[src/rtl/dds_arb_pkg.sv]
// Shared types and constants for the DDS reset/config path arbiter.
// State encoding, select codes and the index-to-grant helper live here.
package dds_arb_pkg;

   localparam int NSRC = 3;
   localparam logic [1:0] CHG_HOLD = 2'b11;

   typedef enum logic [1:0] {
      ST_IDLE    = 2'd0,
      ST_SETUP   = 2'd1,
      ST_GRANT   = 2'd2,
      ST_HOLDOFF = 2'd3
   } arb_state_t;

   function automatic logic [NSRC-1:0] idx_to_onehot(input logic [1:0] idx);
      case (idx)
         2'd0:    idx_to_onehot = 3'b001;
         2'd1:    idx_to_onehot = 3'b010;
         2'd2:    idx_to_onehot = 3'b100;
         default: idx_to_onehot = 3'b000;
      endcase
   endfunction

endpackage

[src/rtl/dds_rr_pick3.sv]
// Rotating-priority picker for three requesters: the first set request at or
// above ptr wins, wrapping 2 -> 0. Purely combinational.
module dds_rr_pick3
   import dds_arb_pkg::*;
(
   input  logic [NSRC-1:0] req,
   input  logic [1:0]      ptr,
   output logic            valid,
   output logic [1:0]      idx
);

   // NOTE: every output gets a default before the case so no latch can form.
   always_comb begin
      valid = |req;
      idx   = 2'd0;
      case (ptr)
         2'd1: begin
            if      (req[1]) idx = 2'd1;
            else if (req[2]) idx = 2'd2;
            else             idx = 2'd0;
         end
         2'd2: begin
            if      (req[2]) idx = 2'd2;
            else if (req[0]) idx = 2'd0;
            else             idx = 2'd1;
         end
         default: begin
            if      (req[0]) idx = 2'd0;
            else if (req[1]) idx = 2'd1;
            else             idx = 2'd2;
         end
      endcase
   end

endmodule

[src/rtl/dds_sel_arbiter.sv]
// Round-robin owner of the shared DDS reset/config path. Guard intervals keep the
// output mux select stable around every grant; the select parks on hold when idle.
module dds_sel_arbiter
   import dds_arb_pkg::*;
#(
   parameter int GUARD_CYC = 4,
   parameter int TMO_W     = 16,
   parameter int TMO_CYC   = 50000
) (
   input  logic            clk_sys,
   input  logic            rst_n,
   input  logic [NSRC-1:0] req,
   input  logic [NSRC-1:0] done,
   output logic [NSRC-1:0] gnt,
   output logic [1:0]      change,
   output logic            busy,
   output logic            tmo_err,
   output logic [1:0]      tmo_src
);

   localparam int GW = $clog2(GUARD_CYC + 1);

   arb_state_t      state;
   logic [1:0]      ptr;
   logic [1:0]      win;
   logic [GW-1:0]   g_cnt;
   logic [TMO_W-1:0] tmo_cnt;

   logic            pick_valid;
   logic [1:0]      pick_idx;
   logic [NSRC-1:0] win_oh;
   logic            req_win;
   logic            done_win;

   dds_rr_pick3 u_pick (
      .req   (req),
      .ptr   (ptr),
      .valid (pick_valid),
      .idx   (pick_idx)
   );

   // Only the current winner's req/done lines are ever looked at.
   assign win_oh   = idx_to_onehot(win);
   assign req_win  = |(req & win_oh);
   assign done_win = |(done & win_oh);

   // NOTE: sequential state uses non-blocking assignments only; reset is synchronous.
   always_ff @(posedge clk_sys) begin
      if (!rst_n) begin
         state   <= ST_IDLE;
         gnt     <= '0;
         change  <= CHG_HOLD;
         busy    <= 1'b0;
         tmo_err <= 1'b0;
         tmo_src <= 2'd0;
         ptr     <= 2'd0;
         win     <= 2'd0;
         g_cnt   <= '0;
         tmo_cnt <= '0;
      end else begin
         tmo_err <= 1'b0;
         case (state)
            ST_IDLE: begin
               if (pick_valid) begin
                  state  <= ST_SETUP;
                  win    <= pick_idx;
                  change <= pick_idx;
                  g_cnt  <= '0;
                  busy   <= 1'b1;
               end else begin
                  change <= CHG_HOLD;
                  busy   <= 1'b0;
               end
            end
            ST_SETUP: begin
               // A requester that withdraws before its grant still gets a full holdoff.
               if (!req_win) begin
                  state <= ST_HOLDOFF;
                  g_cnt <= '0;
               end else if (g_cnt == GW'(GUARD_CYC)) begin
                  state   <= ST_GRANT;
                  gnt     <= win_oh;
                  tmo_cnt <= '0;
               end else begin
                  g_cnt <= g_cnt + 1'b1;
               end
            end
            ST_GRANT: begin
               if (done_win || !req_win) begin
                  state <= ST_HOLDOFF;
                  gnt   <= '0;
                  g_cnt <= '0;
               end else if (tmo_cnt == TMO_W'(TMO_CYC - 1)) begin
                  state   <= ST_HOLDOFF;
                  gnt     <= '0;
                  g_cnt   <= '0;
                  tmo_err <= 1'b1;
                  tmo_src <= win;
               end else begin
                  tmo_cnt <= tmo_cnt + 1'b1;
               end
            end
            ST_HOLDOFF: begin
               if (g_cnt == GW'(GUARD_CYC - 1)) begin
                  state  <= ST_IDLE;
                  change <= CHG_HOLD;
                  busy   <= 1'b0;
                  ptr    <= (win == 2'd2) ? 2'd0 : win + 2'd1;
               end else begin
                  g_cnt <= g_cnt + 1'b1;
               end
            end
            default: state <= ST_IDLE;
         endcase
      end
   end

endmodule
[config.mk]
export PLATFORM = sky130hd
export DESIGN_NAME = dds_sel_arbiter
export DESIGN_NICKNAME = d
export VERILOG_FILES = /design/src/rtl/dds_arb_pkg.sv /design/src/rtl/dds_rr_pick3.sv /design/src/rtl/dds_sel_arbiter.sv
export SDC_FILE = /design/constraint.sdc
export NUM_CORES = 1
export LEC_CHECK = 0
export CELL_PAD_IN_SITES_DETAIL_PLACEMENT = 1
export CELL_PAD_IN_SITES_GLOBAL_PLACEMENT = 1
export CORE_MARGIN = 3
export CORE_UTILIZATION = 49
export CTS_BUF_LIST = sky130_fd_sc_hd__clkbuf_4
export CTS_CLUSTER_DIAMETER = 200
export DETAILED_ROUTE_END_ITERATION = 8
export GPL_ROUTABILITY_DRIVEN = 0
export PLACE_DENSITY = 0.9
export SLEW_MARGIN = 20
export SYNTH_ARGS = -nofsm -noshare
export SYNTH_HDL_FRONTEND = slang
export SYNTH_SLANG_ARGS = --single-unit
[constraint.sdc]
create_clock -name clk_sys -period 4.55 [get_ports clk_sys]
set_input_delay 1.365 -clock clk_sys [delete_from_list [all_inputs] [get_ports clk_sys]]
set_output_delay 1.365 -clock clk_sys [all_outputs]
set_load 0.05 [all_outputs]
==> results.md <==
* Post-synth ARST share at 0%
* VDD IR max at 0.000312 V
* Syn Inst Count at 257
* Clock Path Buffers at 2
* Outcome: finished clean
* First-pass GRT wire length at 10200 um
* YS warnings at 0
* Synthesis-stage register bit count at 34
* Worst Tran Pin Value at 0.818 ns
* Cts bufs inserted at 5
* Clk_lat worst skew at 0.35 ns
* Overflow after GRT at 0
* Die W at 71.5 um
* Final period util at 70.8%
* # hold bufs at CTS at 0
* Core Area at 4060 um^2
* Routed vias/inst at 6.33
* Seq/Total Area, Yosys at 32.4%
* Endpoints failing setup at 0
* Post-synth EDFFs at 0
* H-tree depth at 2
* Top cell type's share of synthesized area at 32.4%
* Post-CTS Setup Inserts at 0
* Post-CTS sizing at 0
* Power per Cell Area at 423 nW/um^2
* Leakage at 0.000856 uW
* Tmin final at 3.22 ns
* Crit Path Class: in -> reg
* Die height at 71.5 um
* CTS root buffer: clkbuf_4
* Total Routing Usage GR at 24.9%
* Layout cells sized above 1 at 6.62%
* Syn avg cell area at 8.18 um^2
* Rel. slew slack at 45.0%
* Io pins at 17
* Worst Path Max Fanout at 7
* Dominant cell type by area after synthesis: dfxtp_1
* Worst Hold Class: reg -> reg
* Largest net degree at the start of global routing at 18
* Place WS at 0.997 ns
* Hold Vio Cnt, Final at 0
* Most instantiated library cell after synthesis: dfxtp_1
* Crit path setup slack, layout at 1.33 ns
* Fmax achieved at 310 MHz
* Nets@finish at 289
* WP data required at 4.80 ns
* Via Count at 2037
* Final WL at 5750 um
* Crit end category: register
* Commonest cells in the netlist: dfxtp_1 (34), nand2_1 (25), nand3_1 (20), nor2_1 (19), inv_1 (14)
* Min-Delay Path Depth at 2
* Maxcap violations at 0
* Die area at 5110 um^2
* RSZ-0062 raised after global routing: false
* DR WL/cell at 17.8 um
* Area delta synth->final at 10.6%
* Netlist Area Pre-Place at 2100 um^2
* Initial antenna violation count at 0
* Antenna Nets Post-Route at 0
* Top post-synthesis cells by area: dfxtp_1 (32%), ha_1 (5.9%), mux2i_1 (5.2%)
* Site Rows at 23
* Vias in the first global route at 2162
* Fin Clk Skew at 0.0202 ns
* Primary FF master, synth: dfxtp_1
* Pins Over Slew Limit at 0
* CP startpoint kind: primary input
* Diode count at 0
* Port-buffer cells at 16
* Post-route setup TNS at 0 ns
* Dpl hpwl at 4270 um
* Yosys cell types at 55
* CTS Sinks at 34
* Core Util, Final at 57.3%
* Initial cell density of the core at 51.8%
* Post-Syn Nets at 275
* CTS tree: yes
* Worst-path clk slew at 0.12 ns
* Reg2Reg Depth at 7
* Initial drt markers at 136
* Worst Path Arrival at 3.47 ns
* First-pass DRT Iterations at 4
* DRC errors left at 0
==> routing by layer <==
layer  track usage [%]  share of wire [%]  vias to the layer above
met3              4.77                2.6                        9
met2              45.1                 52                       30
met1              29.1                 44                     1001
met5                 0                  0                        -
li1                  -                  -                      997
met4              8.35                1.5                        0
==> per-stage QoR <==
step	instance area, um^2	cells	hold slack [ns]	power [uW]
finish	2330	322	0.489	983
global route	2330	322	0.527	1070
CTS	2330	322	0.496	984
detailed placement	2280	314	0.475	818
global placement	2280	314	0.463	799
floorplan	2100	257	0.431	713
==> sequential cells by signal, indices dropped and copies added (netlist names) <==
register and cells:
tmo_err 1, busy 1, g_cnt 3, win 2, state 2, gnt 3, tmo_cnt 16, change 2
ptr 2, tmo_src 2
==> worst max-delay path, stage by stage <==
cell,delay (ns)
clkdlybuf4s50_1,0.57
mux2i_1,0.17
and3_1,0.33
o31ai_1,0.74
and2_1,0.22
a21oi_1,0.07
==> kinds of logic after synthesis <==
group | after synthesis | share of synthesized area, %
simple gates | 113 | 29.4
fa+ha+maj | 10 | 5.95
compound gates | 64 | 21.5
flops | 34 | 32.4
mux | 11 | 5.24
buf+inv | 25 | 5.53
==> area by class of cell <==
| type | instances | area, um^2 |
|---|---|---|
| inverter | 14 | 52.6 |
| timing repair buffer | 18 | 175 |
| fill | 518 | 1730 |
| multi-input combinational | 198 | 1310 |
| clock inverter | 3 | 11.3 |
| tap | 50 | 62.6 |
| sequential | 34 | 681 |
| clock buffer | 5 | 37.5 |
==> path summary, 6_finish.rpt <==
kind | from | end | slack, ns
setup / recovery | req[0] | tmo_cnt[9]$_SDFFE_PN0P_ | 1.33
hold / removal | g_cnt[1]$_SDFFE_PN0P_ | g_cnt[1]$_SDFFE_PN0P_ | 0.49
setup reg to reg | state[1]$_SDFFE_PN0P_ | tmo_cnt[9]$_SDFFE_PN0P_ | 2.25
hold reg to reg | g_cnt[1]$_SDFFE_PN0P_ | g_cnt[1]$_SDFFE_PN0P_ | 0.49
==> layout by cell type (no fill, tap or decap), drive strengths merged, types with 3 or more instances in the layout <==
cell type	instances
o22ai	3
inv	14
a41oi	4
nand4	4
a21oi	8
nor4	4
clkinv	3
nor2b	4
o31a	3
mux2i	11
nand2	26
nor3	5
dfxtp	34
or4	3
ha	10
clkbuf	5
or3	5
a31oi	10
clkdlybuf4s50	16
o211ai	5
nor4b	3
nand2b	6
o31ai	3
and3	5
nor2	19
o21ai	10
nand3	20
==> power by group <==
group / internal, uW / leakage, uW / switching, uW
clock network: 55.1 / 0.0000277 / 109
logic: 157 / 0.000552 / 300
registers: 326 / 0.000276 / 36.2
total: 538 / 0.000856 / 445
(Power assumes the default switching activity.)
